File: src/rtl/word_sop_pkg.sv
// word_sop_pkg: shared FSM state type and operand preprocessing constants.
package word_sop_pkg;
  typedef enum logic [2:0] {
    IDLE  = 3'd0,
    MUL0  = 3'd1,
    MUL1  = 3'd2,
    MUL2  = 3'd3,
    SCALE = 3'd4,
    DONE  = 3'd5
  } state_t;
  localparam logic [7:0] B_XOR = 8'h69;
  localparam logic [3:0] S_XOR = 4'h6;
  localparam int unsigned E_SHR = 3;
  localparam int unsigned F_SHL = 3;
endpackage

File: src/rtl/word_sop_prep.sv
// word_sop_prep: combinational mapping of latched operands to a'..f' and s'.
module word_sop_prep
  import word_sop_pkg::*;
(
  input  logic [7:0] a,
  input  logic [7:0] b,
  input  logic [7:0] c,
  input  logic [7:0] d,
  input  logic [7:0] e,
  input  logic [7:0] f,
  input  logic [3:0] s,
  output logic [7:0] ap,
  output logic [7:0] bp,
  output logic [7:0] cp,
  output logic [7:0] dp,
  output logic [7:0] ep,
  output logic [7:0] fp,
  output logic [3:0] sp
);
  assign ap = -a;
  assign bp = b ^ B_XOR;
  assign cp = {{4{c[7]}}, {4{c[3]}}};
  assign dp = ~d;
  assign ep = e >> E_SHR;
  assign fp = f << F_SHL;
  assign sp = -(s ^ S_XOR);
endmodule

File: src/rtl/word_sop_seq.sv
// word_sop_seq: g = s'*(a'b' + c'd' + e'f') computed over four cycles on one shared multiplier.
module word_sop_seq
  import word_sop_pkg::*;
#(
  parameter int OUT_W = 16
) (
  input  logic             clk,
  input  logic             rst_n,
  input  logic             in_valid,
  output logic             in_ready,
  input  logic [7:0]       a,
  input  logic [7:0]       b,
  input  logic [7:0]       c,
  input  logic [7:0]       d,
  input  logic [7:0]       e,
  input  logic [7:0]       f,
  input  logic [3:0]       s,
  output logic             out_valid,
  input  logic             out_ready,
  output logic [OUT_W-1:0] g,
  output logic             busy
);
  state_t state;
  logic [7:0] ra, rb, rc, rd, re, rf;
  logic [3:0] rs;
  logic [7:0] ap, bp, cp, dp, ep, fp;
  logic [3:0] sp;
  logic [OUT_W-1:0] acc, m_x, m_y, prod;

  word_sop_prep u_prep (
    .a(ra), .b(rb), .c(rc), .d(rd), .e(re), .f(rf), .s(rs),
    .ap(ap), .bp(bp), .cp(cp), .dp(dp), .ep(ep), .fp(fp), .sp(sp)
  );

  // the single multiplier: operands steered by the current step
  always_comb begin
    m_x = state == MUL0 ? OUT_W'(ap) : state == MUL1 ? OUT_W'(cp) : state == MUL2 ? OUT_W'(ep) : acc;
    m_y = state == MUL0 ? OUT_W'(bp) : state == MUL1 ? OUT_W'(dp) : state == MUL2 ? OUT_W'(fp) : OUT_W'(sp);
    prod = m_x * m_y;
  end

  assign in_ready = state == IDLE;
  assign busy = state != IDLE;

  always_ff @(posedge clk or negedge rst_n) begin
    if (!rst_n) begin
      state <= IDLE;
      acc <= '0;
      g <= '0;
      out_valid <= 1'b0;
      {ra, rb, rc, rd, re, rf} <= '0;
      rs <= '0;
    end else begin
      case (state)
        IDLE: if (in_valid) begin
          {ra, rb, rc, rd, re, rf} <= {a, b, c, d, e, f};
          rs <= s;
          state <= MUL0;
        end
        MUL0: begin
          acc <= prod;
          state <= MUL1;
        end
        MUL1: begin
          acc <= acc + prod;
          state <= MUL2;
        end
        MUL2: begin
          acc <= acc + prod;
          state <= SCALE;
        end
        SCALE: begin
          g <= prod;
          out_valid <= 1'b1;
          state <= DONE;
        end
        DONE: if (out_ready) begin
          out_valid <= 1'b0;
          state <= IDLE;
        end
        default: state <= IDLE;
      endcase
    end
  end
endmodule

File: config.mk
export PLATFORM = sky130hd
export DESIGN_NAME = word_sop_seq
export DESIGN_NICKNAME = d
export VERILOG_FILES = /design/src/rtl/word_sop_pkg.sv /design/src/rtl/word_sop_prep.sv /design/src/rtl/word_sop_seq.sv
export SDC_FILE = /design/constraint.sdc
export NUM_CORES = 1
export LEC_CHECK = 0
export ABC_CLOCK_PERIOD_IN_PS = 7700
export CORE_MARGIN = 1.5
export CORE_UTILIZATION = 40
export DETAILED_ROUTE_END_ITERATION = 16
export GPL_TIMING_DRIVEN = 0
export SYNTH_ARGS = -nofsm -noshare
export SYNTH_HDL_FRONTEND = slang
export SYNTH_SLANG_ARGS = --single-unit
File: constraint.sdc
create_clock -name clk -period 7.7 [get_ports clk]
set_clock_uncertainty 0.15 [all_clocks]
set_input_delay 1.54 -clock clk [delete_from_list [all_inputs] [get_ports clk]]
set_output_delay 1.54 -clock clk [all_outputs]
set_load 0.1 [all_outputs]
### After elaboration in Yosys (flattened, before gate mapping)

Cells that the tools add are included.

* register bits after elaboration: 85
* bits in latches: 0
* bits in writable memories: 0
* bits in read-only memories: 0
* output and inout port bits: 19
* word-level logic and storage cells: 45
* memories: 0

* add/subtract/negate cells: 3
* multipliers: 1
* div/mod/pow operators: 0
* magnitude comparators: 0
* eq/ne operators: 7
* shift-type cells: 0
* mux-type cells: 12
* bitwise gates (word level): 3
* reduce and logical (&&, ||, !) cells: 8

Operator list (number)
* $mux 16: 3
* $pmux 16 s2: 1
* $mux 8: 3
* $pmux 3 s6: 1
* $add 16x16->16: 1
* $mul 16x8->16: 1
* $neg 8->8: 1
* $not 8->8: 1
* $eq 3x2->1 const B: 2
* $eq 3x3->1 const B: 2
* $mux 3: 2
* $reduce_and 2->1: 3
* $ne 2x2->1 const B: 2
* $neg 4->4: 1
* $not 4->4: 1
* $reduce_bool 2->1: 2
* $eq 3x1->1 const B: 1
* $logic_not 3->1: 1
* $reduce_bool 3->1: 1
* $not 2->2: 1
* $pmux 1 s2: 1
* $reduce_or 2->1: 1
* $mux 1: 1

### Longest topological paths before layout

* word-level depth: 8
* depth in mapped cells: 31

### Cells and area by module

Synthesis repeated with hierarchy kept, for this count alone.

* cell total of the unflattened synthesis: 802
* area, all modules: 7622.3 µm²

By module, submodules not included
* word_sop_seq: times used 1, cells an instance 737, area each 7178.1 µm²
* word_sop_prep: times used 1, cells an instance 65, area each 444.2 µm²

### Worst setup path after synthesis

Ideal clock, no wire load.

* path kind: reg-to-reg
* start: register state[1]
* end: register acc[15]
* setup time: 0.131 ns
* data arrival time: 6.811 ns
* data required time: 7.419 ns
* slack: 0.607 ns
* stages on the path, launching flop included: 29
* path buffers: 2
* period minus slack after synthesis: 7.093 ns
* path through: dfrtp_1 > buf_2 > nor2_1 > nor2_1 > clkbuf_1 > nor2_1 > a21oi_1 > o21ai_1 > or2_2 > fa_1 > inv_1 > fa_1 > fa_1 > inv_1 > fa_1 > inv_1 > ha_1 > or3_1 > o21ai_0 > nor2_1 > a21oi_1 > xnor2_1 > ha_1 > or2_2 > a2111oi_0 > o31a_1 > or3_1 > mux2i_1 > or3_1

* longest elaborated chain between the ends: 7
* elaborated cells on any way between the ends: 14

Ends and longest elaborated chain
* start, declared: line word_sop_seq.sv:23 `state_t state;`
* start signal, assigned: line word_sop_seq.sv:47 `state <= IDLE;`
* start signal, assigned: line word_sop_seq.sv:58 `state <= MUL0;`
* start signal, assigned: line word_sop_seq.sv:62 `state <= MUL1;`
* $eq 3x2->1: line word_sop_seq.sv:37, word_sop_seq.sv:38
* $mux 16 / $mux 8 (equally long branches) (3 in series): line word_sop_seq.sv:37, word_sop_seq.sv:38
* $mul 16x8->16 (*): line word_sop_seq.sv:39 `prod = m_x * m_y;`
* named net prod[11]: line word_sop_seq.sv:28 `logic [OUT_W-1:0] acc, m_x, m_y, prod;`
* $add 16x16->16 (*): line word_sop_seq.sv:65, word_sop_seq.sv:69
* $pmux 16 s2 (*): line word_sop_seq.sv:54 `case (state)`
* end signal, assigned: line word_sop_seq.sv:61 `acc <= prod;`
* end signal, assigned: line word_sop_seq.sv:65 `acc <= acc + prod;`
* end signal, assigned: line word_sop_seq.sv:69 `acc <= acc + prod;`
* end, declared: line word_sop_seq.sv:28

Mark *: on every way through the listed nets, which the timed path passes. The rest lies on a longest branch.
A chain may end at the register's enable or synchronous reset.

### Worst setup path in the final report

* start: register state[2]
* end: register acc[15]

The elaborated chain is that of the path after synthesis.

==> impl_metrics.csv <==
group,metric,value,unit
global_route,antenna_found_initial,0,
layout,nNetsFinal,978,
timing,period_needed,7.369,ns
run,maxCapViolations,0,
floorplanning,die_x,133.9,um
floorplanning,dieArea,17930,um2
global_route,grt_pass1_vias,5354,
drt,vias,5403,
worst_setup_path,worstPathArrival,7.44,ns
floorplanning,coreArea,16640,um2
worst_setup_path,start_kind,"flip-flop",
placed_design,dp.cells,1028,
drt,vias_per_cell,5.180,
layout,final_cell_mix,"inv_1 (93), nor2_1 (79), dfrtp_1 (76)",
clock_network,numCtsBuffers,9,
floorplanning,rows,47,
logic_synthesis,async_reset_ff_share,100.0,%
placed_design,gp_congestion,0.8979,
timing,setup_violations,0,
timing,relSlewSlack,34.96,%
clock_network,path_clk_slew,0.06,ns
clock_network,htreeDepth,3,
drt,dr.first_iter.drc_count,252,
logic_synthesis,yosysSeqAreaShare,27.74,%
global_route,grt_max_degree,42,
worst_hold_path,hp-class,"reg -> reg",
clock_network,clockBufferDepth,2,
clock_network,cts_tree,"built",
logic_synthesis,yosysWarningCount,0,
logic_synthesis,syn-mean-instance-area,9.264,um2
drt,wl,17.45,mm
logic_synthesis,netlist_instances,740,
run_status,status,"finished, final reports clean",
layout,fin_cells,1043,
clock_network,clock-sinks,76,
worst_setup_path,worstPathRequired,7.78,ns
worst_setup_path,path_max_fanout,10,
layout,fill_cells,1587,
clock_network,cts_root_buf,"clkbuf_16",
drt,drc,0,
drt,ant_nets,0,
placed_design,place_hpwl,14.00,mm
layout,final_common_cell,"inv_1",
logic_synthesis,syn_area,6855,um2
timing,finalHoldViolations,0,
layout,diodes,0,
drt,post_drt_wl_per_cell,16.73,um
timing,maxSlewViolCount,0,
placed_design,numPortBuffers,62,
global_route,grt_pass1_wl,28.39,mm
global_route,gr-total-overflow,0,
logic_synthesis,ys_ff_latch,76,
timing,timing.final.crit_share,95.70,%
clock_network,insertion_delay,0.35,ns
timing,rsz0062_at_grt,"false",
logic_synthesis,synth_edf_count,0,
global_route,grtUsageTotal,20.70,%
timing,tightest_slew,0.9726,ns
floorplanning,die_h,133.9,um
worst_setup_path,end_kind,"flip-flop",
floorplanning,io_pins,75,
logic_synthesis,synth_ff_type,"dfrtp_1",
floorplanning,initial_core_util,41.19,%
drt,first_pass_iters,5,
timing,timing.fmax,135.7,MHz
worst_setup_path,crit_type,"reg -> reg",
layout,drive_gt1_share,13.85,%
layout,area_growth,20.53,%
logic_synthesis,ys_types,54,
-- path summary, 6_finish.rpt --
path                       endpoint  cells after the start  startpoint  slack [ns]
min in group asynchronous     g[12]                      1       rst_n        1.01
max reg2reg                 acc[15]                     24    state[2]        0.33
max in group asynchronous      g[1]                      2       rst_n        5.77
max                         acc[15]                     24    state[2]        0.33
min                            g[5]                      2        g[5]        0.33
min reg2reg                    g[5]                      2        g[5]        0.33
-- registers in the layout, summed over array words and instances, names as in the netlist --
| signal | count |
|---|---|
| out_valid | 1 |
| g | 16 |
| acc | 16 |
| re | 5 |
| rs | 4 |
| state | 3 |
| ra | 8 |
| rf | 5 |
| rc | 2 |
| rd | 8 |
| rb | 8 |
-- synthesized netlist by cell type (2+ instances only) --
| library cell | instances | area (um2) |
|---|---|---|
| o21ai_1 | 5 | 25.02 |
| o21a_1 | 5 | 37.54 |
| or3_1 | 7 | 43.79 |
| xnor2_1 | 26 | 227.7 |
| nor2b_1 | 6 | 37.54 |
| or2_2 | 15 | 93.84 |
| mux2_2 | 50 | 563.0 |
| fa_1 | 61 | 1221 |
| buf_2 | 2 | 10.01 |
| a32oi_1 | 2 | 17.52 |
| nand2_1 | 62 | 232.7 |
| buf_1 | 4 | 15.01 |
| o21ai_0 | 33 | 165.2 |
| a31oi_1 | 3 | 18.77 |
| ha_1 | 42 | 525.5 |
| a2111oi_0 | 2 | 17.52 |
| a211oi_1 | 3 | 22.52 |
| xor2_1 | 11 | 96.34 |
| inv_1 | 93 | 349.1 |
| nor3_1 | 9 | 45.04 |
| o22ai_1 | 6 | 37.54 |
| o31ai_1 | 4 | 30.03 |
| dfrtp_1 | 76 | 1902 |
| nand2b_1 | 12 | 75.07 |
| mux2i_1 | 6 | 60.06 |
| a21o_1 | 7 | 52.55 |
| nand3_1 | 12 | 60.06 |
| nor2_1 | 80 | 300.3 |
| o21bai_1 | 5 | 37.54 |
| or3b_1 | 2 | 17.52 |
| a21oi_1 | 40 | 200.2 |
| clkbuf_1 | 21 | 78.83 |
| and2_1 | 5 | 31.28 |
| o41ai_1 | 2 | 17.52 |
| conb_1 | 2 | 7.510 |
-- timing repair --
item | CTS | global route
gates cloned | 0 | 0
hold buffers | 0 | 0
hold endpoints to repair | 0 | 0
resized for setup | 16 | 23
setup endpoints to repair | 5 | 5
setup buffers | 1 | 1
pin swaps | 1 | 1
-- cell families (layout without fill, tap and decap cells) --
logic type | count (synthesis) | in the layout | synth area share (%)
and+or+nand+nor | 215 | 215 | 14.22
AOI/OAI and AO/OA | 130 | 130 | 11.79
buffers and inverters | 120 | 199 | 6.607
adders and majority gates | 103 | 103 | 25.48
DFF | 76 | 76 | 27.74
muxes | 56 | 56 | 9.089
xor gates and xnor gates | 38 | 38 | 4.964
other | 2 | 6 | 0.1095
-- per-layer routing --
layer / GRT usage (%) / routed length (um) / vias to the layer above
met4: 5.676 / 325 / 0
met3: 3.250 / 800 / 22
met1: 28.43 / 8027 / 2657
met2: 33.99 / 8291 / 135
li1: - / - / 2589
met5: 0 / 0 / -
-- metrics by stage --
step | hold slack [ns] | util (%) | cell area (um2) | setup slack, ns | TNS [ns]
after floorplan | 0.3215 | - | 6870 | 0.6072 | 0
after global placement | 0.3162 | 46.67 | 7766 | -0.6769 | -1.705
after detailed placement | 0.3224 | 46.80 | 7789 | -0.7460 | -2.165
after CTS | 0.3378 | 49.15 | 8179 | 0.05729 | 0
after global routing | 0.3563 | 49.65 | 8263 | 0.04443 | 0
final | 0.3302 | 49.65 | 8263 | 0.3313 | 0
-- area by class of cell --
class,count,area (um2),share of cell area [%]
sequential,76,1902,23.02
clock buffer,10,239.0,2.892
clock inverter,5,85.08,1.030
inverter,93,349.1,4.225
multi-input combinational,548,4643,56.19
tap,220,275.3,3.331
buffer,25,111.4,1.348
timing repair buffer,66,658.1,7.965
-- worst max-delay path, stage by stage (launching register included) --
cell and delay (ns):
dfrtp_1 0.49, clkbuf_2 0.29, nand2b_1 0.42, nand2_1 0.27, o21ai_4 0.35, nor2_1 0.12
fa_1 0.57, fa_1 0.44, fa_1 0.54, inv_1 0.05, fa_1 0.52, inv_1 0.04
ha_1 0.35, or3_1 0.36, o21ai_0 0.15, nor2_1 0.10, a21oi_2 0.19, xnor2_2 0.15
ha_1 0.24, or2_2 0.34, a2111oi_4 0.35, o31a_1 0.21, or3_1 0.11, mux2i_1 0.06
or3_1 0.37
Power is not shown: default switching activity piles up to over one toggle a cycle in this logic, so the estimate is an artifact.
==> RTL change: new RTL, config.mk and constraints unchanged <==
Reset style: synchronous (`rst_n`), changed in one clocked block.
--- a/src/rtl/word_sop_seq.sv
+++ b/src/rtl/word_sop_seq.sv
@@ -44,3 +44,3 @@
 
-  always_ff @(posedge clk or negedge rst_n) begin
+  always_ff @(posedge clk) begin
     if (!rst_n) begin
Check against the original RTL: differs if rst_n is asserted again (counterexample within 4 cycles, from zero or initial values and one cycle with rst_n low); with rst_n held inactive, the same outputs for 4 cycles.
==> RTL change against the unedited design <==
  * Sequential cell count stayed put
  * Die area is 3.4% lower
  * Hold slack got worse by 30 ps
  * Highest routed layer unchanged
  * Synthesized area is 3.4% lower
  * Design area is 4.1% lower
  * Worst setup slack gained 13 ps
  * Largest cell class unchanged
  * Utilization fell by 0.10 points
  * Routed wire length grew 0.13%
Power is left out: it rests on default switching activity, and per cell area and clock period it moved more than threefold.
==> RTL change: results (changes against the unedited design) <==
H-tree levels: 3 (unchanged)
filler instances: 1682 (+6.0%)
main flop type after synthesis: dfxtp_1
first-pass GRT wire length: 29300 um (+3.1%)
GRT Overall Usage: 21.1% (+0.42 points)
Root Buffer: clkbuf_16
final setup margin: 344 ps (+12.9 ps)
CP max-delay cell: fa_1
first drt pass iteration count: 5 (unchanged)
Initial DRC Count: 275 (+9.1%)
Slew HR: 35.5% (+0.52 points)
number of CTS-inserted buffers: 9 (unchanged)
Gate Count Post-Synth: 844 (+14%)
hpwl dp: 14100 um (+0.38%)
Worst EP arrival: 7420 ps (-20 ps)
critical path's top delay family: compound AO/OA/AOI/OAI gates
Reg-to-Reg Start: state[1]$_SDFFE_PN0P_
number of global-route vias before repair: 5830 (+8.9%)
hold_sp: rf[0]$_SDFFE_PN0P_
share of cells above drive strength 1: 6.90% (-7.0 points)
CP Max Fanout: 10 (unchanged)
PortBufs: 62 (unchanged)
Layout Cells excl Fill: 1144 (+9.7%)
pre-CTS setup slack: -383 ps (+363 ps)
Via density: 5.14 (-0.75%)
Final Hold Fails: 0 (unchanged)
FF-to-FF setup slack: 340 ps
Post-synth top cells: nand2_1, nor2_1, a21oi_1, inv_1, dfxtp_1
Max Root-Sink Buffers: 2 (unchanged)
Yosys cell types: 56 (+3.7%)
Clk Latency, worst-skew pair: 340 ps
Worst Setup EP: acc[15]$_SDFFE_PN0P_
HP Class: flip-flop to flip-flop
largest net degree at the start of global routing: 14 (-67%)
Synthesis Warnings: 0 (unchanged)
Worst-path clk slew: 60 ps (about the same)
EDFF count, synth: 0 (unchanged)
hold depth: 2 (unchanged)
RePlAce Congestion: 0.884 (-1.5%)
wire per inst: 15.3 um (-8.7%)
sequential area share after synthesis: 23.0% (-4.8 points)
status: complete, no violations
largest cells by area after synthesis: dfxtp_1, fa_1, nand2_1
WHS: 301 ps (-29.6 ps)
Largest regs: acc (16), g (16)
# diodes: 0 (unchanged)
Reg area: 0.00152 mm2 (-20%)
Async SR Flop Fraction: 0% (-100 points)
Placed Area: 0.00753 mm2 (-3.4%)
Max Cap Viol: 0 (unchanged)
Critical path origin: state[1]$_SDFFE_PN0P_
FF-to-FF path depth: 29 (+21%)
CP peak stage delay: 510 ps (-60 ps)
initial antenna violation count: 0 (unchanged)
Min-Delay Endpoint: rf[0]$_SDFFE_PN0P_
RTL change: routing by layer:
layer  share of wire, %  global-route usage, %  wire length (um)
met1                 46                   28.3              8080
met2                 47                   35.5              8260
met3                4.0                   2.12               697
met4                2.5                   7.22               428
met5                  0                      0                 0
RTL change: cells by family after synthesis:
kind of cell / Yosys count / synth area share [%]
AND/OR/NAND/NOR: 305 / 19.7
buffers and inverters: 129 / 7.52
flip-flops: 76 / 23.0
AO/OA/AOI/OAI: 185 / 17.2
adder cells (fa/ha/maj): 103 / 26.4
XOR/XNOR: 37 / 5.10
multiplexers: 7 / 1.06
other: 2 / 0.113
RTL change: repair_timing:
action | CTS | global route
gates resized for setup | 15 | 17
buffers inserted | 0 | 4
setup endpoints to repair | 3 | 3
pin swaps | 0 | 2
RTL change: area by class of cell:
class	instances	area share [%]
clock inverter	5	0.505
clock buffer	10	2.89
multi-input combinational	643	59.4
buffer	36	2.00
sequential	76	19.2
inverter	92	4.36
tap	216	3.41
timing repair buffer	66	8.21
